==> src/rtl/hazard_ctrl.sv <==
// -----------------------------------------------------------------------------
// hazard_ctrl
//
// Central hazard and sequencing controller for a 5-stage RV32I pipeline.
// Produces stall/flush controls for the PC and the F/D, D/E and E/M pipeline
// registers. Handles load-use hazards, taken branch/jump redirects (with an
// optional tail of extra fetch bubbles), instruction-memory wait states and
// multi-cycle mul/div occupancy of the Execute stage. Also keeps saturating
// stall-cycle and redirect performance counters.
//
// Parameters:
//   REDIRECT_CYCLES  extra cycles flush_D stays high after a redirect (0..15)
//   CNT_W            width of the performance counters
//
// Ports:
//   clk, rst         clock, synchronous active-high reset
//   rs1_D, rs2_D     source registers of the instruction in Decode
//   rd_E             destination register of the instruction in Execute
//   memread_E        instruction in Execute is a load
//   pc_sel_E         taken branch/jump resolved in Execute
//   imem_ready       instruction fetch data valid this cycle
//   md_start_E       mul/div instruction in Execute (level, held while in E)
//   md_done          mul/div result valid this cycle
//   cnt_clr          synchronous clear of both counters
//   stall_F/D/E      hold PC, F/D register, D/E register
//   flush_D/E/M      load a bubble into F/D, D/E, E/M
//   stall_cnt        number of cycles with stall_F=1 (saturating)
//   redir_cnt        number of accepted redirects (saturating)
//
// Handshake note: md_start_E/md_done form a level/pulse pair rather than a
// valid/ready channel. md_start_E stays high for as long as the mul/div op
// sits in Execute; md_done is a single-cycle pulse marking the cycle in which
// the result is valid and the op may leave Execute on the next edge.
//
// The FSM state is held in the internal signal `state` (encodings ST_*),
// which checkers can bind to directly.
// -----------------------------------------------------------------------------
module hazard_ctrl #(
    parameter int unsigned REDIRECT_CYCLES = 0,
    parameter int unsigned CNT_W           = 32
) (
    input  logic             clk,
    input  logic             rst,
    input  logic [4:0]       rs1_D,
    input  logic [4:0]       rs2_D,
    input  logic [4:0]       rd_E,
    input  logic             memread_E,
    input  logic             pc_sel_E,
    input  logic             imem_ready,
    input  logic             md_start_E,
    input  logic             md_done,
    input  logic             cnt_clr,
    output logic             stall_F,
    output logic             stall_D,
    output logic             stall_E,
    output logic             flush_D,
    output logic             flush_E,
    output logic             flush_M,
    output logic [CNT_W-1:0] stall_cnt,
    output logic [CNT_W-1:0] redir_cnt
);

    // -------------------------------------------------------------------------
    // State encodings
    // -------------------------------------------------------------------------
    localparam logic [1:0] ST_RUN      = 2'd0;
    localparam logic [1:0] ST_MD_WAIT  = 2'd1;
    localparam logic [1:0] ST_REDIRECT = 2'd2;

    localparam logic [3:0]       REDIR_LOAD = 4'(REDIRECT_CYCLES);
    localparam logic [CNT_W-1:0] CNT_MAX    = {CNT_W{1'b1}};
    localparam logic [CNT_W-1:0] CNT_ONE    = {{(CNT_W-1){1'b0}}, 1'b1};

    // -------------------------------------------------------------------------
    // Internal signals
    // -------------------------------------------------------------------------
    logic [1:0] state;
    logic [1:0] state_next;
    logic [3:0] redir_left;
    logic [3:0] redir_left_next;

    logic       load_use;
    logic       md_busy;
    logic       redirect_take;

    // -------------------------------------------------------------------------
    // Hazard detection terms
    // -------------------------------------------------------------------------
    // x0 is hardwired to zero, so a load targeting it never creates a hazard.
    assign load_use = memread_E && (rd_E != 5'd0) &&
                      ((rd_E == rs1_D) || (rd_E == rs2_D));

    // A mul/div that completes in the same cycle it is seen needs no stall.
    assign md_busy  = md_start_E && !md_done;

    // -------------------------------------------------------------------------
    // Control outputs and next-state logic
    // -------------------------------------------------------------------------
    always_comb begin
        stall_F         = 1'b0;
        stall_D         = 1'b0;
        stall_E         = 1'b0;
        flush_D         = 1'b0;
        flush_E         = 1'b0;
        flush_M         = 1'b0;
        redirect_take   = 1'b0;
        state_next      = state;
        redir_left_next = redir_left;

        case (state)
            ST_RUN: begin
                if (md_busy) begin
                    // Freeze F, D and E; feed bubbles into M behind the op.
                    stall_F    = 1'b1;
                    stall_D    = 1'b1;
                    stall_E    = 1'b1;
                    flush_M    = 1'b1;
                    state_next = ST_MD_WAIT;
                end else if (pc_sel_E) begin
                    // Squash the two wrong-path instructions in F/D and D/E.
                    flush_D       = 1'b1;
                    flush_E       = 1'b1;
                    redirect_take = 1'b1;
                    if (REDIRECT_CYCLES != 0) begin
                        state_next      = ST_REDIRECT;
                        redir_left_next = REDIR_LOAD;
                    end
                end else if (load_use) begin
                    // One bubble lets the load reach M; the hazard then clears.
                    stall_F = 1'b1;
                    stall_D = 1'b1;
                    flush_E = 1'b1;
                end else if (!imem_ready) begin
                    stall_F = 1'b1;
                    flush_D = 1'b1;
                end
            end

            ST_MD_WAIT: begin
                // E is frozen, so branch and load-use terms are not looked at.
                if (md_done) begin
                    state_next = ST_RUN;
                end else begin
                    stall_F = 1'b1;
                    stall_D = 1'b1;
                    stall_E = 1'b1;
                    flush_M = 1'b1;
                end
            end

            ST_REDIRECT: begin
                // Fetch data from the old path may still be in flight: keep
                // bubbling F/D until the imem latency has drained.
                flush_D = 1'b1;
                stall_F = !imem_ready;
                if (pc_sel_E) begin
                    // A fresh redirect restarts the bubble tail.
                    flush_E         = 1'b1;
                    redirect_take   = 1'b1;
                    redir_left_next = REDIR_LOAD;
                end else if (redir_left <= 4'd1) begin
                    state_next      = ST_RUN;
                    redir_left_next = 4'd0;
                end else begin
                    redir_left_next = redir_left - 4'd1;
                end
            end

            default: begin
                state_next      = ST_RUN;
                redir_left_next = 4'd0;
            end
        endcase

        // Reset forces every control quiet in the same cycle.
        if (rst) begin
            stall_F       = 1'b0;
            stall_D       = 1'b0;
            stall_E       = 1'b0;
            flush_D       = 1'b0;
            flush_E       = 1'b0;
            flush_M       = 1'b0;
            redirect_take = 1'b0;
        end
    end

    // -------------------------------------------------------------------------
    // State registers
    // -------------------------------------------------------------------------
    always_ff @(posedge clk) begin
        if (rst) begin
            state      <= ST_RUN;
            redir_left <= 4'd0;
        end else begin
            state      <= state_next;
            redir_left <= redir_left_next;
        end
    end

    // -------------------------------------------------------------------------
    // Performance counters (saturating; clear wins over increment)
    // -------------------------------------------------------------------------
    always_ff @(posedge clk) begin
        if (rst || cnt_clr) begin
            stall_cnt <= '0;
        end else if (stall_F && (stall_cnt != CNT_MAX)) begin
            stall_cnt <= stall_cnt + CNT_ONE;
        end
    end

    always_ff @(posedge clk) begin
        if (rst || cnt_clr) begin
            redir_cnt <= '0;
        end else if (redirect_take && (redir_cnt != CNT_MAX)) begin
            redir_cnt <= redir_cnt + CNT_ONE;
        end
    end

endmodule

==> config.mk <==
export PLATFORM = sky130hd
export DESIGN_NAME = hazard_ctrl
export DESIGN_NICKNAME = d
export VERILOG_FILES = /design/src/rtl/hazard_ctrl.sv
export SDC_FILE = /design/constraint.sdc
export NUM_CORES = 1
export LEC_CHECK = 0
export CAP_MARGIN = 0
export CORE_MARGIN = 2
export CORE_UTILIZATION = 35
export CTS_CLUSTER_SIZE = 28
export DETAILED_ROUTE_END_ITERATION = 8
export DONT_BUFFER_PORTS = 1
export PLACE_DENSITY_LB_ADDON = 0.05
export SLEW_MARGIN = 40
export SYNTH_ARGS = -nofsm -noshare
export SYNTH_HDL_FRONTEND = slang
export SYNTH_SLANG_ARGS = --single-unit
==> constraint.sdc <==
create_clock -name clk -period 2.99 [get_ports clk]
set_input_delay 0.1495 -clock clk [delete_from_list [all_inputs] [get_ports clk]]
set_output_delay 0.1495 -clock clk [all_outputs]
set_load 0.01 [all_outputs]
==> results of run 1 <==
[per-stage QoR]
step	hold slack (ns)	util (%)	std cells	instance area, sq um
finish	0.123	39.4	571	3810
global route	0.104	39.4	571	3810
CTS	0.0983	39.4	571	3810
detailed placement	0.232	37.5	554	3630
global placement	0.231	37.5	554	3630
floorplan	0.226	-	430	3460
[worst min-delay path, stage by stage]
cell,delay [ns]
nor2_1,0.10
o211ai_1,0.12
nand2_1,0.05
[cell families (layout without fill, tap and decap cells)]
| logic type | after synthesis | after routing | synth area share (%) |
|---|---|---|---|
| muxes | 1 | 1 | 0.289 |
| buffers and inverters | 26 | 34 | 3.18 |
| AOI/OAI and AO/OA | 76 | 76 | 13.1 |
| DFF | 65 | 65 | 37.6 |
| xor gates and xnor gates | 36 | 36 | 9.11 |
| adders and majority gates | 2 | 2 | 0.723 |
| and+or+nand+nor | 224 | 224 | 36.0 |
[where the power goes]
part | internal (W) | total (W) | switching [W]
Combinational | 0.0000246 | 0.0000780 | 0.0000534
Clock | 0.000317 | 0.000644 | 0.000327
Sequential | 0.000867 | 0.000870 | 0.00000275
Total | 0.00121 | 0.00159 | 0.000383
[cell type report]
class                   count  area (sq um)  share of cell area, %
well taps                 133           166                   4.36
flip-flops and latches     65          1300                   34.1
clock inverters             3          17.5                  0.459
inverters                   4          15.0                  0.394
clock buffers              12           145                   3.80
repair buffers             15           118                   3.08
multi-input cells         339          2050                   53.8
[cells in the final DEF, fill, tap and decap left out, types with 6 or more instances in the layout]
cell type / count
dfxtp_1: 65
or3_1: 24
xor2_1: 20
or4_1: 20
o31ai_1: 6
buf_4: 13
and3_1: 6
o21ai_1: 7
a21oi_1: 28
nand2_1: 28
o21ai_0: 15
nand3_1: 24
nor2_1: 46
clkbuf_8: 10
and4_1: 7
nor3_1: 22
xnor2_1: 16
nand4_1: 22
o211ai_1: 6
[layer usage]
metal / routed length [um] / vias to the layer above
li1: - / 1604
met5: 0 / -
met1: 3990 / 1516
met4: 131 / 0
met3: 489 / 8
met2: 4810 / 63
[flip-flops by register name (all words and copies together) (netlist names)]
| name | flops |
|---|---|
| redir_cnt | 32 |
| stall_cnt | 32 |
| state | 1 |
[worst max-delay path by stage]
stage | start | slack, ns | to | cells past startpoint
2_1_floorplan | stall_cnt[0]$_SDFFE_PP0P_ | 0.71 | stall_cnt[27]$_SDFFE_PP0P_ | 10
3_3_place_gp | stall_cnt[26]$_SDFFE_PP0P_ | 0.50 | stall_cnt[15]$_SDFFE_PP0P_ | 7
3_5_place_dp | stall_cnt[0]$_SDFFE_PP0P_ | 0.41 | stall_cnt[6]$_SDFFE_PP0P_ | 8
4_1_cts | stall_cnt[0]$_SDFFE_PP0P_ | 0.42 | stall_cnt[6]$_SDFFE_PP0P_ | 8
5_1_grt | stall_cnt[0]$_SDFFE_PP0P_ | 0.20 | stall_cnt[6]$_SDFFE_PP0P_ | 8
6_report | stall_cnt[0]$_SDFFE_PP0P_ | 0.43 | stall_cnt[6]$_SDFFE_PP0P_ | 8
[what timing repair did]
| action | in CTS | in global routing |
|---|---|---|
| setup buffers | 0 | 0 |
| hold buffers | 2 | 0 |
| hold endpoints to repair | 1 | 0 |
==> flow_metrics.py, run 1 <==
metrics = {
    "outcome": {
        "status": "complete, no violations",
    },
    "critical_path": {
        "cp.required_ns": 3.22,
        "critPathLaunchType": "flop",
        "rrSetupSlack_ns": 0.43,
        "cpPeakStageDelay_ns": 0.69,
        "critPathBufInv": 1,
        "r2r-start": "stall_cnt[0]$_SDFFE_PP0P_",
        "path_max_fanout": 10,
        "end_kind": "flop",
        "path_delay_family": "simple AND/OR/NAND/NOR gates",
        "arrival_ns": 2.78,
        "crit_slowest_cell": "nor4_2",
        "crit_chain": "ha_1 -> nand3_1 -> or2_1 -> nor4_2 -> buf_4 -> or3_1 -> or4_1 -> nand2_1",
        "worstSetupPathType": "reg2reg",
        "timing.rr.end": "stall_cnt[6]$_SDFFE_PP0P_",
        "reg2regPathDepth": 8,
    },
    "routing": {
        "ant_nets": 0,
        "wl_um": 9420,
        "drc": 0,
        "firstDrtPassIters": 4,
        "drt_iter0_markers": 60,
        "wl_per_cell_um": 16.5,
        "viasPerCell": 5.59,
        "vias": 3191,
    },
    "timing": {
        "maxSlewViolCount": 0,
        "timing.final.crit_share_pct": 85.5,
        "setup_ws_ns": 0.433,
        "maxSlewHeadroom_pct": 52.5,
        "worstMarginPinSlew_ns": 0.706,
        "hold_violations": 0,
        "rsz0062_at_grt": "no",
        "finClkSkew_ns": 0.00871,
        "period_needed_ns": 2.56,
        "fin_setup_tns_ns": 0,
        "setup_viol": 0,
        "fmax_mhz": 391,
    },
    "floorplanning": {
        "rows": 36,
        "fp.dieW_um": 103,
        "core_sq_um": 9680,
        "start_util_pct": 35.7,
        "ios": 93,
        "die_area_sq_um": 10700,
        "die_y_um": 103,
    },
    "clocking": {
        "clk_path_buf_depth": 2,
        "h-tree-depth": 3,
        "path_clk_slew_ns": 0.07,
        "clock_tree.root_cell": "clkbuf_8",
        "clk_latency_ns": 0.34,
        "cts_tree": "done",
        "cts_resized": 0,
        "cts.sinks": 65,
        "cts_buffers": 9,
    },
    "power": {
        "leakagePower_nw": 1.11,
        "power_density_nw_per_um2": 417,
        "power_w": 0.00159,
        "irDropWorstVdd_mv": 0.170,
    },
    "synthesis": {
        "dominantRegCellSynth": "dfxtp_1",
        "yosysTopAreaCell": "dfxtp_1",
        "ys_warn_count": 0,
        "synthTopCellsByArea": "dfxtp_1 (38%), xor2_1 (5.1%), nor2_1 (5.0%), or3_1 (4.3%), or4_1 (4.3%)",
        "synth_nets": 455,
        "synth_area_sq_um": 3460,
        "post-synth-top-count-cell": "dfxtp_1",
        "ys_async_sr_fraction_pct": 0,
        "ys_ff_latch": 65,
        "synth_top_cell_area_share_pct": 37.6,
        "seq_area_frac_synth_pct": 37.6,
        "ys_types": 48,
        "synth_edf_count": 0,
        "syn_avg_cell_area_sq_um": 8.05,
        "ys_top_cells_by_count": "dfxtp_1 (65), nor2_1 (46), a21oi_1 (28), nand2_1 (28)",
        "synth_cells": 430,
    },
    "worst_hold_path": {
        "hp-start": "rst",
        "hold_depth": 3,
        "hold_path_end": "stall_cnt[20]$_SDFFE_PP0P_",
        "hold_class": "in2reg",
    },
    "grt": {
        "met2_usage_pct": 32.3,
        "grt_overflow": 0,
        "antenna_found_initial": 0,
        "busiest_layer": "met2",
        "use_met1_pct": 21.3,
        "grt_usage_pct": 18.5,
        "grt_pass1_vias": 3016,
        "grt_use_met3_pct": 6.59,
        "grt_pass1_wl_um": 15500,
        "grt_max_degree": 41,
    },
    "final_layout": {
        "area_growth_pct": 10.2,
        "final_nets": 459,
        "fillerInstances": 1061,
        "diodes": 0,
        "drive_above_1_share_pct": 7.76,
    },
    "placement": {
        "dp_hpwl_um": 6860,
        "io_buffers": 0,
        "pre_cts_slack_ns": 0.414,
        "gp_congestion": 0.826,
    },
    "job": {
        "maxCapViolations": 0,
    },
}
(Power assumes the default switching activity.)
==> inputs of run 2 (changes only) <==
==> constraint.sdc (replaced) <==
create_clock -name clk -period 2.5 [get_ports clk]
set_input_delay 0.125 -clock clk [delete_from_list [all_inputs] [get_ports clk]]
set_output_delay 0.125 -clock clk [all_outputs]
set_load 0.01 [all_outputs]
==> flow_metrics.py, run 2 (synthesized netlist as in run 1, its figures left out) <==
metrics = {
    "final_layout": {
        "fillerInstances": 1007,
        "area_growth_pct": 18.7,
        "fin_area_sq_um": 4110,
        "diodes": 0,
        "reg_top3": "redir_cnt (32), stall_cnt (32), state (1)",
        "drive_above_1_share_pct": 15.2,
        "final_nets": 494,
        "layout_common_cells": "dfxtp_1 (65), buf_4 (47), nor2_1 (46)",
        "final_common_cell": "dfxtp_1",
    },
    "floorplanning": {
        "die_area_sq_um": 10700,
        "core_sq_um": 9680,
        "start_util_pct": 35.7,
        "rows": 36,
        "fp.dieW_um": 103,
        "ios": 93,
        "die_y_um": 103,
    },
    "grt": {
        "grt_max_degree": 45,
        "grt_overflow": 0,
        "grt_usage_pct": 18.9,
        "grt_pass1_vias": 3200,
        "grt_pass1_wl_um": 15900,
        "antenna_found_initial": 0,
    },
    "timing": {
        "timing.final.crit_share_pct": 92.6,
        "period_needed_ns": 2.32,
        "fmax_mhz": 432,
        "finClkSkew_ns": 0.00959,
        "maxSlewHeadroom_pct": 56.8,
        "hold_violations": 0,
        "setup_ws_ns": 0.184,
        "maxSlewViolCount": 0,
        "rsz0062_at_grt": "no",
        "fin_setup_tns_ns": 0,
        "setup_viol": 0,
        "worstMarginPinSlew_ns": 0.642,
    },
    "clocking": {
        "h-tree-depth": 3,
        "path_clk_slew_ns": 0.08,
        "cts_buffers": 9,
        "clock_tree.root_cell": "clkbuf_8",
        "cts.sinks": 65,
        "clk_path_buf_depth": 2,
        "cts_tree": "done",
        "clk_latency_ns": 0.34,
        "cts_setup_buffers": 0,
    },
    "routing": {
        "wl_um": 9920,
        "maxUsedRoutingLayer": "met4",
        "viasPerCell": 5.53,
        "drt_iter0_markers": 96,
        "vias": 3358,
        "ant_nets": 0,
        "wl_met3_um": 505,
        "wl_per_cell_um": 16.3,
        "route.met2.wl_um": 5040,
        "drc": 0,
        "firstDrtPassIters": 4,
        "m1WireLength_um": 4280,
    },
    "critical_path": {
        "path_delay_family": "simple AND/OR/NAND/NOR gates",
        "worstSetupPathType": "reg2reg",
        "crit_chain": "nand4_2 -> or3_4 -> or3_1 -> or4_1 -> or3_1 -> a21oi_1",
        "critPathBufInv": 0,
        "critPathLaunchType": "flop",
        "arrival_ns": 2.59,
        "path_max_fanout": 7,
        "crit_cells": 6,
        "cp.required_ns": 2.77,
        "crit_path_frequent_cell": "or3_1",
        "end_kind": "flop",
        "reg2regPathDepth": 6,
        "cpPeakStageDelay_ns": 0.46,
        "crit_slowest_cell": "or3_4",
    },
    "power": {
        "irDropWorstVdd_mv": 0.208,
        "leakagePower_nw": 1.30,
        "power_w": 0.00198,
        "power_density_nw_per_um2": 483,
    },
    "placement": {
        "place_area_sq_um": 3910,
        "dp_hpwl_um": 7310,
        "gp_congestion": 0.813,
        "io_buffers": 0,
        "pre_cts_slack_ns": 0.183,
    },
    "worst_hold_path": {
        "hold_depth": 3,
        "hold_class": "in2reg",
    },
    "outcome": {
        "status": "complete, no violations",
    },
    "job": {
        "maxCapViolations": 0,
    },
}
## run 2: what timing repair did
| item | CTS | global route |
|---|---|---|
| hold buffers | 2 | 0 |
| gates resized for setup | 0 | 0 |
| endpoints found under the hold margin | 1 | 0 |
## run 2: metrics by stage
stage	hold slack, ns	instances	utilization [%]
3_5_place_dp	0.207	589	40.3
3_3_place_gp	0.206	589	40.3
6_report	0.0965	607	42.4
5_1_grt	0.100	607	42.4
2_1_floorplan	0.202	430	-
4_1_cts	0.0844	607	42.4
## run 2: metal layers
metal | vias to the layer above | global-route usage [%]
met3 | 10 | 5.51
met5 | - | 0
met4 | 0 | 5.36
met2 | 64 | 32.9
met1 | 1608 | 22.5
li1 | 1676 | -
## run 2: final timing paths
check | from | endpoint | slack [ns]
max | stall_cnt[11]$_SDFFE_PP0P_ | stall_cnt[31]$_SDFFE_PP0P_ | 0.18
min | rst | stall_cnt[20]$_SDFFE_PP0P_ | 0.1
max reg2reg | stall_cnt[11]$_SDFFE_PP0P_ | stall_cnt[31]$_SDFFE_PP0P_ | 0.18
min reg2reg | stall_cnt[7]$_SDFFE_PP0P_ | stall_cnt[7]$_SDFFE_PP0P_ | 0.57
## run 2: cell type report
class                      count  area, sq um  share of cell area (%)
clock buffer                  10          138                    3.35
sequential                    65         1300                    31.7
multi-input combinational    339         2050                    49.9
tap                          133          166                    4.05
clock inverter                 6         43.8                    1.07
inverter                       4         15.0                   0.366
timing repair buffer          50          393                    9.57
## run 2: worst min-delay path: stages
cell,delay [ns]
nor2_1,0.10
o211ai_1,0.12
nand2_1,0.05
## run 2: where the power goes
group          switching, W  internal [W]  total (W)  leakage [nW]
clock              0.000453      0.000386   0.000839        0.0805
combinational     0.0000681     0.0000375   0.000106         0.692
sequential       0.00000200       0.00104    0.00104         0.524
